[src/rtl/rv_iopmp_pkg.sv]
// Shared types for the IOPMP entry-SRAM arbiter: response-owner encoding and sizing helper.
package rv_iopmp_pkg;

  typedef enum logic [1:0] {
    OWN_IDLE = 2'd0,
    OWN_CFG  = 2'd1,
    OWN_TL   = 2'd2,
    OWN_NONE = 2'd3
  } arb_owner_e;

  function automatic int clog2_min1(input int n);
    return (n > 1) ? $clog2(n) : 1;
  endfunction

endpackage

[src/rtl/rv_iopmp_sram_arbiter_if.sv]
// Bus bundle for the entry-SRAM arbiter: config port, TL read ports and SRAM port.
// Signal suffixes are taken from the arbiter's point of view (slave modport).
interface rv_iopmp_sram_arbiter_if
  import rv_iopmp_pkg::*;
#(
  parameter int NUM_REQ    = 1,
  parameter int NUM_WORDS  = 8,
  parameter int DATA_WIDTH = 64
);
  localparam int AW = clog2_min1(NUM_WORDS);

  logic                           cfg_req_i;
  logic                           cfg_we_i;
  logic [AW-1:0]                  cfg_addr_i;
  logic [DATA_WIDTH-1:0]          cfg_wdata_i;
  logic [DATA_WIDTH/8-1:0]        cfg_be_i;
  logic                           cfg_gnt_o;
  logic                           cfg_rvalid_o;
  logic [DATA_WIDTH-1:0]          cfg_rdata_o;

  logic [NUM_REQ-1:0]             tl_req_i;
  logic [NUM_REQ-1:0][AW-1:0]     tl_addr_i;
  logic [NUM_REQ-1:0]             tl_gnt_o;
  logic [NUM_REQ-1:0]             tl_rvalid_o;
  logic [DATA_WIDTH-1:0]          tl_rdata_o;

  logic                           sram_req_o;
  logic                           sram_we_o;
  logic [AW-1:0]                  sram_addr_o;
  logic [DATA_WIDTH-1:0]          sram_wdata_o;
  logic [DATA_WIDTH/8-1:0]        sram_be_o;
  logic [DATA_WIDTH-1:0]          sram_rdata_i;

  modport slave (
    input  cfg_req_i, cfg_we_i, cfg_addr_i, cfg_wdata_i, cfg_be_i,
    output cfg_gnt_o, cfg_rvalid_o, cfg_rdata_o,
    input  tl_req_i, tl_addr_i,
    output tl_gnt_o, tl_rvalid_o, tl_rdata_o,
    output sram_req_o, sram_we_o, sram_addr_o, sram_wdata_o, sram_be_o,
    input  sram_rdata_i
  );

  modport master (
    output cfg_req_i, cfg_we_i, cfg_addr_i, cfg_wdata_i, cfg_be_i,
    input  cfg_gnt_o, cfg_rvalid_o, cfg_rdata_o,
    output tl_req_i, tl_addr_i,
    input  tl_gnt_o, tl_rvalid_o, tl_rdata_o,
    input  sram_req_o, sram_we_o, sram_addr_o, sram_wdata_o, sram_be_o,
    output sram_rdata_i
  );

endinterface

[src/rtl/rv_iopmp_rr_arbiter.sv]
// Round-robin one-hot selector; the pointer moves past the winner only when advance_i is set.
module rv_iopmp_rr_arbiter
  import rv_iopmp_pkg::*;
#(
  parameter  int NUM_REQ = 1,
  localparam int IW      = clog2_min1(NUM_REQ)
) (
  input  logic               clk_i,
  input  logic               rst_i,
  input  logic [NUM_REQ-1:0] req_i,
  input  logic               advance_i,
  output logic [NUM_REQ-1:0] gnt_o,
  output logic [IW-1:0]      idx_o
);

  logic [IW-1:0] ptr_q;
  logic [IW-1:0] ptr_d;
  logic [IW-1:0] cand_s;
  logic          found_s;

  // First requester at or after the pointer, wrapping modulo NUM_REQ.
  always_comb begin
    gnt_o   = '0;
    idx_o   = '0;
    cand_s  = '0;
    found_s = 1'b0;
    for (int i = 0; i < NUM_REQ; i++) begin
      cand_s = IW'((int'(ptr_q) + i) % NUM_REQ);
      if (!found_s && req_i[cand_s]) begin
        found_s       = 1'b1;
        gnt_o[cand_s] = 1'b1;
        idx_o         = cand_s;
      end
    end
  end

  always_comb begin
    if (advance_i) begin
      ptr_d = IW'((int'(idx_o) + 1) % NUM_REQ);
    end else begin
      ptr_d = ptr_q;
    end
  end

  always_ff @(posedge clk_i or posedge rst_i) begin
    if (rst_i) begin
      ptr_q <= '0;
    end else begin
      ptr_q <= ptr_d;
    end
  end

endmodule

[src/rtl/rv_iopmp_sram_arbiter.sv]
// Entry-SRAM arbiter: config port vs. NUM_REQ TL readers, starvation-bounded, 1-cycle responses.
// Optional build macro RV_IOPMP_SRAM_ARB_PERF_EN adds the 32-bit contention_cnt_o counter.
module rv_iopmp_sram_arbiter
  import rv_iopmp_pkg::*;
#(
  parameter int NUM_REQ        = 1,
  parameter int NUM_WORDS      = 8,
  parameter int DATA_WIDTH     = 64,
  parameter int CFG_STARVE_MAX = 4
) (
  input  logic                     clk_i,
  input  logic                     rst_i,
  rv_iopmp_sram_arbiter_if.slave   bus
`ifdef RV_IOPMP_SRAM_ARB_PERF_EN
  ,
  output logic [31:0]              contention_cnt_o
`endif
);

  localparam int AW = clog2_min1(NUM_WORDS);
  localparam int IW = clog2_min1(NUM_REQ);
  localparam int SW = clog2_min1(CFG_STARVE_MAX + 1);
  localparam logic [AW:0]   NUM_WORDS_L  = (AW + 1)'(NUM_WORDS);
  localparam logic [SW-1:0] STARVE_MAX_L = SW'(CFG_STARVE_MAX);

  logic [NUM_REQ-1:0] rr_gnt_s;
  logic [IW-1:0]      rr_idx_s;
  logic               any_tl_s, cfg_win_s, tl_win_s, in_range_s;
  logic [AW-1:0]      win_addr_s;
  logic               own_cfg_s, own_tl_s;

  logic [SW-1:0]      starve_q, starve_d;
  arb_owner_e         owner_q, owner_d;
  logic [IW-1:0]      own_idx_q, own_idx_d;
  logic               own_is_cfg_q, own_is_cfg_d;
  logic               own_we_q, own_we_d;

  rv_iopmp_rr_arbiter #(.NUM_REQ(NUM_REQ)) u_rr (
    .clk_i     (clk_i),
    .rst_i     (rst_i),
    .req_i     (bus.tl_req_i),
    .advance_i (tl_win_s),
    .gnt_o     (rr_gnt_s),
    .idx_o     (rr_idx_s)
  );

  // Grant decision; reset forces every grant and SRAM strobe low.
  always_comb begin
    any_tl_s   = |bus.tl_req_i;
    cfg_win_s  = !rst_i && bus.cfg_req_i && !(any_tl_s && (starve_q == STARVE_MAX_L));
    tl_win_s   = !rst_i && any_tl_s && !cfg_win_s;
    win_addr_s = cfg_win_s ? bus.cfg_addr_i : bus.tl_addr_i[rr_idx_s];
    in_range_s = ({1'b0, win_addr_s} < NUM_WORDS_L);

    bus.cfg_gnt_o    = cfg_win_s;
    bus.tl_gnt_o     = tl_win_s ? rr_gnt_s : '0;
    bus.sram_req_o   = (cfg_win_s || tl_win_s) && in_range_s;
    bus.sram_we_o    = bus.sram_req_o && cfg_win_s && bus.cfg_we_i;
    bus.sram_addr_o  = bus.sram_req_o ? win_addr_s : '0;
    bus.sram_wdata_o = bus.sram_we_o ? bus.cfg_wdata_i : '0;
    bus.sram_be_o    = bus.sram_we_o ? bus.cfg_be_i : '0;
  end

  // Next owner and starvation count.
  always_comb begin
    owner_d      = OWN_IDLE;
    own_idx_d    = '0;
    own_is_cfg_d = 1'b0;
    own_we_d     = 1'b0;
    if (cfg_win_s) begin
      owner_d      = in_range_s ? OWN_CFG : OWN_NONE;
      own_is_cfg_d = 1'b1;
      own_we_d     = bus.cfg_we_i;
    end else if (tl_win_s) begin
      owner_d   = in_range_s ? OWN_TL : OWN_NONE;
      own_idx_d = rr_idx_s;
    end else begin
      owner_d = OWN_IDLE;
    end

    if (cfg_win_s && any_tl_s) begin
      starve_d = (starve_q == STARVE_MAX_L) ? starve_q : starve_q + SW'(1);
    end else if (tl_win_s || !any_tl_s) begin
      starve_d = '0;
    end else begin
      starve_d = starve_q;
    end
  end

  always_ff @(posedge clk_i or posedge rst_i) begin
    if (rst_i) begin
      starve_q     <= '0;
      owner_q      <= OWN_IDLE;
      own_idx_q    <= '0;
      own_is_cfg_q <= 1'b0;
      own_we_q     <= 1'b0;
    end else begin
      starve_q     <= starve_d;
      owner_q      <= owner_d;
      own_idx_q    <= own_idx_d;
      own_is_cfg_q <= own_is_cfg_d;
      own_we_q     <= own_we_d;
    end
  end

  // Response routing; OWN_NONE answers zero to whichever side was granted.
  always_comb begin
    own_cfg_s = (owner_q == OWN_CFG) || ((owner_q == OWN_NONE) && own_is_cfg_q);
    own_tl_s  = (owner_q == OWN_TL)  || ((owner_q == OWN_NONE) && !own_is_cfg_q);

    bus.cfg_rvalid_o = own_cfg_s;
    bus.cfg_rdata_o  = ((owner_q == OWN_CFG) && !own_we_q) ? bus.sram_rdata_i : '0;
    bus.tl_rdata_o   = (owner_q == OWN_TL) ? bus.sram_rdata_i : '0;
    for (int i = 0; i < NUM_REQ; i++) begin
      bus.tl_rvalid_o[i] = own_tl_s && (own_idx_q == IW'(i));
    end
  end

`ifdef RV_IOPMP_SRAM_ARB_PERF_EN
  int          act_cnt_s;
  logic [31:0] contention_q;

  always_comb begin
    act_cnt_s = bus.cfg_req_i ? 1 : 0;
    for (int i = 0; i < NUM_REQ; i++) begin
      if (bus.tl_req_i[i]) begin
        act_cnt_s = act_cnt_s + 1;
      end else begin
        act_cnt_s = act_cnt_s;
      end
    end
  end

  always_ff @(posedge clk_i or posedge rst_i) begin
    if (rst_i) begin
      contention_q <= 32'd0;
    end else if (act_cnt_s > 1) begin
      contention_q <= contention_q + 32'd1;
    end else begin
      contention_q <= contention_q;
    end
  end

  assign contention_cnt_o = contention_q;
`endif

endmodule

[src/flat_wrapper.sv]
// flat-port wrapper written by rule: the top's interface ports become plain ports
module rv_iopmp_sram_arbiter_flat import rv_iopmp_pkg::*;
#(
  parameter int NUM_REQ        = 1,
  parameter int NUM_WORDS      = 8,
  parameter int DATA_WIDTH     = 64,
  parameter int CFG_STARVE_MAX = 4
)
  (clk_i, rst_i, bus_cfg_req_i, bus_cfg_we_i, bus_cfg_addr_i, bus_cfg_wdata_i, bus_cfg_be_i, bus_cfg_gnt_o, bus_cfg_rvalid_o, bus_cfg_rdata_o, bus_tl_req_i, bus_tl_addr_i, bus_tl_gnt_o, bus_tl_rvalid_o, bus_tl_rdata_o, bus_sram_req_o, bus_sram_we_o, bus_sram_addr_o, bus_sram_wdata_o, bus_sram_be_o, bus_sram_rdata_i);
  rv_iopmp_sram_arbiter_if #(.NUM_REQ(NUM_REQ), .NUM_WORDS(NUM_WORDS), .DATA_WIDTH(DATA_WIDTH)) bus_i ();
  input  logic clk_i;
  input  logic rst_i;
  input wire logic [$bits(bus_i.cfg_req_i)-1:0] bus_cfg_req_i;
  input wire logic [$bits(bus_i.cfg_we_i)-1:0] bus_cfg_we_i;
  input wire logic [$bits(bus_i.cfg_addr_i)-1:0] bus_cfg_addr_i;
  input wire logic [$bits(bus_i.cfg_wdata_i)-1:0] bus_cfg_wdata_i;
  input wire logic [$bits(bus_i.cfg_be_i)-1:0] bus_cfg_be_i;
  output wire logic [$bits(bus_i.cfg_gnt_o)-1:0] bus_cfg_gnt_o;
  output wire logic [$bits(bus_i.cfg_rvalid_o)-1:0] bus_cfg_rvalid_o;
  output wire logic [$bits(bus_i.cfg_rdata_o)-1:0] bus_cfg_rdata_o;
  input wire logic [$bits(bus_i.tl_req_i)-1:0] bus_tl_req_i;
  input wire logic [$bits(bus_i.tl_addr_i)-1:0] bus_tl_addr_i;
  output wire logic [$bits(bus_i.tl_gnt_o)-1:0] bus_tl_gnt_o;
  output wire logic [$bits(bus_i.tl_rvalid_o)-1:0] bus_tl_rvalid_o;
  output wire logic [$bits(bus_i.tl_rdata_o)-1:0] bus_tl_rdata_o;
  output wire logic [$bits(bus_i.sram_req_o)-1:0] bus_sram_req_o;
  output wire logic [$bits(bus_i.sram_we_o)-1:0] bus_sram_we_o;
  output wire logic [$bits(bus_i.sram_addr_o)-1:0] bus_sram_addr_o;
  output wire logic [$bits(bus_i.sram_wdata_o)-1:0] bus_sram_wdata_o;
  output wire logic [$bits(bus_i.sram_be_o)-1:0] bus_sram_be_o;
  input wire logic [$bits(bus_i.sram_rdata_i)-1:0] bus_sram_rdata_i;
  assign bus_i.cfg_req_i = bus_cfg_req_i;
  assign bus_i.cfg_we_i = bus_cfg_we_i;
  assign bus_i.cfg_addr_i = bus_cfg_addr_i;
  assign bus_i.cfg_wdata_i = bus_cfg_wdata_i;
  assign bus_i.cfg_be_i = bus_cfg_be_i;
  assign bus_cfg_gnt_o = bus_i.cfg_gnt_o;
  assign bus_cfg_rvalid_o = bus_i.cfg_rvalid_o;
  assign bus_cfg_rdata_o = bus_i.cfg_rdata_o;
  assign bus_i.tl_req_i = bus_tl_req_i;
  assign bus_i.tl_addr_i = bus_tl_addr_i;
  assign bus_tl_gnt_o = bus_i.tl_gnt_o;
  assign bus_tl_rvalid_o = bus_i.tl_rvalid_o;
  assign bus_tl_rdata_o = bus_i.tl_rdata_o;
  assign bus_sram_req_o = bus_i.sram_req_o;
  assign bus_sram_we_o = bus_i.sram_we_o;
  assign bus_sram_addr_o = bus_i.sram_addr_o;
  assign bus_sram_wdata_o = bus_i.sram_wdata_o;
  assign bus_sram_be_o = bus_i.sram_be_o;
  assign bus_i.sram_rdata_i = bus_sram_rdata_i;
  rv_iopmp_sram_arbiter #(.NUM_REQ(NUM_REQ), .NUM_WORDS(NUM_WORDS), .DATA_WIDTH(DATA_WIDTH), .CFG_STARVE_MAX(CFG_STARVE_MAX)) u_core (.clk_i(clk_i), .rst_i(rst_i), .bus(bus_i));
endmodule
[config.mk]
export PLATFORM = sky130hd
export DESIGN_NAME = rv_iopmp_sram_arbiter_flat
export DESIGN_NICKNAME = d
export VERILOG_FILES = /design/src/rtl/rv_iopmp_pkg.sv /design/src/rtl/rv_iopmp_sram_arbiter_if.sv /design/src/rtl/rv_iopmp_rr_arbiter.sv /design/src/rtl/rv_iopmp_sram_arbiter.sv /design/src/flat_wrapper.sv
export SDC_FILE = /design/constraint.sdc
export NUM_CORES = 1
export LEC_CHECK = 0
export ABC_AREA = 1
export CORE_AREA = 2 2 140 142
export DETAILED_ROUTE_END_ITERATION = 10
export DIE_AREA = 0 0 142 144
export PLACE_DENSITY_LB_ADDON = 0.25
export REMOVE_ABC_BUFFERS = 1
export SLEW_MARGIN = 10
export SYNTH_ARGS = -nofsm -noshare
export SYNTH_HDL_FRONTEND = slang
export SYNTH_HIERARCHICAL = 1
export SYNTH_SLANG_ARGS = --single-unit
[constraint.sdc]
create_clock -name clk_i -period 5 [get_ports clk_i]
set_clock_uncertainty 0.2 [all_clocks]
set_input_delay 1 -clock clk_i [delete_from_list [all_inputs] [get_ports clk_i]]
set_output_delay 1 -clock clk_i [all_outputs]
set_load 0.1 [all_outputs]
==> results.json, run 1 <==
{
  "path_depth": 8,
  "ir_drop_uv": 78.99,
  "clock_sinks": 7,
  "core_area_um2": 19080,
  "period_needed_ns": 4.252,
  "hold_buffers": 0,
  "cts_resized": 0,
  "post-place-ws_ns": 0.7532,
  "synth_area_per_cell_um2": 5.619,
  "die_h_um": 144,
  "holdPathStages": 2,
  "cap_violations": 0,
  "crit_fanout": 45,
  "drc": 0,
  "crit_slowest_cell": "clkdlybuf4s50_1",
  "r2r-start": "u_core/starve_q[0]",
  "vias": 3488,
  "post-route-period-util_pct": 85.05,
  "viasPerCell": 3.495,
  "crit_end": "bus_sram_wdata_o[38]",
  "syn_area_um2": 2371,
  "rsz0062_at_grt": "no",
  "cts-buffers-inserted": 3,
  "cp-start-kind": "input pin",
  "firstDrtPassIters": 4,
  "grt_pass1_wl_um": 18150,
  "n_fill_cell": 2078,
  "h-tree-depth": 1,
  "cp_common_cell": "buf_12",
  "worst-r2r-cell-count": 7,
  "hold_class": "reg2reg",
  "power_density_nw_per_um2": 154.4,
  "ys_seq_area_share_pct": 7.388,
  "dp_hpwl_um": 11690,
  "grt_start_max_net_pins": 46,
  "rr_endpoint": "u_core/own_we_q",
  "antenna_left": 0,
  "overflow": 0,
  "cp_data_required_time_ns": 3.80,
  "setup_slack_ns": 0.7477,
  "grt_antenna_before_repair": 0,
  "cts_setup_buffers": 0,
  "stdcell_count": 998,
  "critPathKind": "in2out",
  "drt-wirelength-per-cell_um": 13.22,
  "path_cells": "clkdlybuf4s50_1, nand3_2, nand2_2, inv_2, nand2_8, buf_12, nor2_4, buf_12",
  "grtUsageTotal_pct": 11.42,
  "cts_tree": "yes",
  "grt_pass1_vias": 3269,
  "fin_util_pct": 33.32,
  "drive_gt1_share_pct": 36.84,
  "clockBufferDepth": 2,
  "cp-startpoint": "bus_tl_req_i",
  "wl_um": 13190,
  "area_growth_syn_to_layout_pct": 168.1,
  "setup_violations": 0,
  "path_clk_slew_ns": 0.04,
  "critPathBufInv": 4,
  "critPathArrivalTime_ns": 3.05,
  "io_pins": 356,
  "slew_violations": 0,
  "crit_family": "buffers and inverters",
  "synth_cell_types": 20,
  "die-area_um2": 20450,
  "status": "complete, no violations",
  "final_nets": 910,
  "fmax_mhz": 235.2,
  "synthCells": 422,
  "dp_cells": 994,
  "slowest_delay_ns": 0.66,
  "register_area_um2": 175.2,
  "power.leakage_nw": 3.359,
  "r2r_slack_ns": 3.15,
  "endpoint_kind": "output pin",
  "worst-slew-pin-transition_ns": 1.078,
  "relSlewSlack_pct": 27.88,
  "finalWeightedCongestion": 0.7985,
  "multi_input_area_um2": 1425,
  "yosysWarningCount": 6,
  "numPortBuffers": 355,
  "n_antenna_cell": 0,
  "insertion_delay_ns": 0.23,
  "rows": 51,
  "hold_viol": 0,
  "synth-seq-cells": 7,
  "start_util_pct": 12.43,
  "cts_root_buf": "clkbuf_16",
  "dieWidth_um": 142,
  "drtIter0Drc": 84
}
[power breakdown]
part           total, mW  switching, mW  internal (mW)
Clock              0.137         0.0309          0.106
Sequential        0.0602        0.00119         0.0590
Combinational      0.784          0.553          0.231
[per-stage QoR]
stage	area, um^2	hold WS, ns	total power, mW	TNS, ns
2_1_floorplan	2146	0.3092	0.5750	-65.64
3_3_place_gp	6279	0.3461	0.8501	0
3_5_place_dp	6279	0.3511	0.8497	0
4_1_cts	6357	0.3606	0.9909	0
5_1_grt	6357	0.4131	1.021	0
6_report	6357	0.3652	0.9813	0
[per-layer routing]
layer,track usage (%),up-vias,part of all wire (%)
met5,0,-,0
met4,1.474,0,0.92
met3,4.139,6,11
met2,21.66,222,51
met1,12.44,1467,37
li1,-,1793,-
[state kept, by name, summed over array words and instances, names as in the netlist]
name,count
u_core/own_we_q,1
u_core/own_idx_q,1
u_core/starve_q,3
u_core/owner_q,2
[cell families after synthesis]
| kind of cell | count (synthesis) | synth area share, % |
|---|---|---|
| and+or+nand+nor | 233 | 57.47 |
| buffers and inverters | 175 | 33.09 |
| DFF | 7 | 7.388 |
| AOI/OAI and AO/OA | 4 | 0.8444 |
| adders and majority gates | 2 | 1.055 |
| other | 1 | 0.1582 |
[worst min-delay path: stages, from the launching register on]
cell and delay, ns:
dfrtp_1 0.37, nand4_1 0.09, nand2_1 0.07
[how the worst min path moves through the flow]
stage | from | end
global route | u_core/starve_q[0] | u_core/starve_q[0]
CTS | u_core/starve_q[0] | u_core/starve_q[0]
global placement | u_core/starve_q[0] | u_core/starve_q[0]
finish | u_core/starve_q[0] | u_core/starve_q[0]
detailed placement | u_core/starve_q[0] | u_core/starve_q[0]
floorplan | u_core/starve_q[1] | u_core/starve_q[1]
[cell usage in the layout, fill, tap and decap left out, types with 2 or more instances in the layout]
master,instances
clkdlybuf4s50_1,147
ha_1,2
nand3_1,3
a21oi_1,4
buf_4,153
nand4_1,5
nor2_4,59
inv_1,148
clkbuf_16,3
dfrtp_1,7
nand3b_1,4
buf_12,60
nor2_1,150
nand2_1,8
[layout make-up]
cell class | instances | share of cell area (%)
tap | 238 | 4.684
clock buffer | 4 | 1.240
sequential | 7 | 2.755
timing repair buffer | 360 | 60.11
multi-input combinational | 240 | 22.42
inverter | 149 | 8.797
[cells in the mapped netlist]
| library cell | instances | area [um^2] |
|---|---|---|
| nand2_1 | 8 | 30.03 |
| inv_1 | 148 | 555.5 |
| or2_2 | 1 | 6.260 |
| a21oi_1 | 4 | 20.02 |
| nor2_1 | 150 | 563.0 |
| buf_12 | 7 | 140.1 |
| buf_2 | 2 | 10.01 |
| inv_2 | 1 | 3.750 |
| dfrtp_1 | 7 | 175.2 |
| nand3_2 | 1 | 10.01 |
| nor2_4 | 59 | 664.4 |
| clkbuf_1 | 5 | 18.77 |
| ha_1 | 2 | 25.02 |
| nand4_1 | 5 | 31.28 |
| buf_1 | 9 | 33.78 |
| buf_4 | 3 | 22.52 |
| nand3b_1 | 4 | 30.03 |
| nand3_1 | 3 | 15.01 |
| nand2_2 | 2 | 12.51 |
| conb_1 | 1 | 3.750 |
Note: power is estimated with default switching activity, not from simulation.
==> inputs of run 2 (changes only) <==
Settings changed: MAX_ROUTING_LAYER set to met4.
==> run 2 against run 1 <==
  * Flip-flop and latch count unchanged
  * Combinational power barely moved
  * Clock-buffer cell count unchanged
  * Routed wire length is 0.22% higher
  * Largest power group unchanged
  * Cell count unchanged
  * Fmax shrank 0.30%
  * Largest cell class unchanged
  * Global-route usage up 0.31 points
==> results.json, run 2 (same netlist as run 1, synthesis figures left out) <==
{
  "io_pins": 356,
  "dieWidth_um": 142,
  "critPathKind": "in2out",
  "top_register": "u_core/starve_q",
  "critPathArrivalTime_ns": 3.07,
  "dp_hpwl_um": 11690,
  "power.leakage_nw": 3.359,
  "cap_violations": 0,
  "endpoint_kind": "output pin",
  "die_h_um": 144,
  "numPortBuffers": 355,
  "core_area_um2": 19080,
  "insertion_delay_ns": 0.23,
  "status": "complete, no violations",
  "path_cells": "clkdlybuf4s50_1, nand3_2, nand2_2, inv_2, nand2_8, buf_12, nor2_4, buf_12",
  "grt_start_max_net_pins": 46,
  "crit_fanout": 45,
  "dr.max_layer_used": "met4",
  "die-area_um2": 20450,
  "overflow": 0,
  "critPathBufInv": 4,
  "cts_tree": "yes",
  "cts_resized": 0,
  "clock_sinks": 7,
  "clockBufferDepth": 2,
  "cp-start-kind": "input pin",
  "relSlewSlack_pct": 27.87,
  "drtIter0Drc": 93,
  "rows": 51,
  "period_needed_ns": 4.265,
  "setup_violations": 0,
  "met2WireLength_um": 6727,
  "vias": 3504,
  "fmax_mhz": 234.5,
  "rsz0062_at_grt": "no",
  "route.met3.wl_um": 1258,
  "drt-wirelength-per-cell_um": 13.25,
  "setup_slack_ns": 0.7349,
  "r2r_slack_ns": 3.15,
  "n_antenna_cell": 0,
  "post-route-period-util_pct": 85.30,
  "cp_data_required_time_ns": 3.80,
  "ir_drop_uv": 79.19,
  "grt_pass1_vias": 3285,
  "hold_class": "reg2reg",
  "start_util_pct": 12.43,
  "wl_um": 13220,
  "hold_viol": 0,
  "reg_top3": "u_core/starve_q: 3 flops, u_core/owner_q: 2 flops",
  "antenna_left": 0,
  "placed_cell_area_um2": 6279,
  "final_cell_mix": "buf_4 (153), nor2_1 (150), inv_1 (148)",
  "timing.hold.ws_ns": 0.3744,
  "dp_cells": 994,
  "grt_antenna_before_repair": 0,
  "final_common_cell": "buf_4",
  "area_growth_syn_to_layout_pct": 168.1,
  "post-place-ws_ns": 0.7532,
  "cp_common_cell": "buf_12",
  "worst-slew-pin-transition_ns": 1.079,
  "power_density_nw_per_um2": 154.4,
  "finalWeightedCongestion": 0.8137,
  "hold_buffers": 0,
  "viasPerCell": 3.511,
  "finalSetupTns_ns": 0,
  "grtUsageTotal_pct": 11.73,
  "drc": 0,
  "grt_pass1_wl_um": 18090,
  "drive_gt1_share_pct": 36.84,
  "slowest_delay_ns": 0.66,
  "crit_family": "buffers and inverters",
  "stdcell_count": 998,
  "path_clk_slew_ns": 0.04,
  "cts-buffers-inserted": 3,
  "firstDrtPassIters": 4,
  "design_area_um2": 6357,
  "finalPower_mw": 0.9817,
  "crit_slowest_cell": "clkdlybuf4s50_1",
  "fin_util_pct": 33.32,
  "cts_setup_buffers": 0,
  "h-tree-depth": 1,
  "drt-met1-wl_um": 5114,
  "largest_reg_flops": 3,
  "final_nets": 910,
  "slew_violations": 0,
  "cts_root_buf": "clkbuf_16"
}
## run 2: cell counts in the layout (fill, tap and decap cells not counted)
Identical to the previous run, type by type.
## run 2: final cells by class
class | count | area (um^2)
clock buffer | 4 | 78.83
fill | 2078 | 12720
inverter | 149 | 559.3
multi-input combinational | 240 | 1425
sequential | 7 | 175.2
tap | 238 | 297.8
timing repair buffer | 360 | 3821
## run 2: per-layer routing
layer / vias to the layer above / track usage, %
li1: 1792 / -
met4: 0 / 1.474
met5: - / -
met2: 227 / 21.66
met1: 1479 / 13.10
met3: 6 / 2.980
## run 2: worst paths after layout
| check | from | end | depth (start not counted) |
|---|---|---|---|
| max | bus_tl_req_i | bus_sram_wdata_o[38] | 8 |
| min | u_core/starve_q[0] | u_core/starve_q[0] | 2 |
| max reg2reg | u_core/starve_q[0] | u_core/own_we_q | 7 |
| min reg2reg | u_core/starve_q[0] | u_core/starve_q[0] | 2 |
| max in group asynchronous | rst_i | u_core/own_we_q | 2 |
| min in group asynchronous | rst_i | u_core/starve_q[2] | 2 |
## run 2: where the power goes
group / total (mW) / switching [mW] / internal (mW)
registers: 0.0602 / 0.00120 / 0.0590
logic: 0.784 / 0.553 / 0.231
clock network: 0.137 / 0.0310 / 0.106
total: 0.982 / 0.586 / 0.396
## run 2: worst register-to-register path: cells and delay by family (launching register included)
family | cells | cell delay (ns)
buffers and inverters | 3 | 0.24
and+or+nand+nor | 3 | 0.67
adders and majority gates | 1 | 0.19
DFF | 1 | 0.40
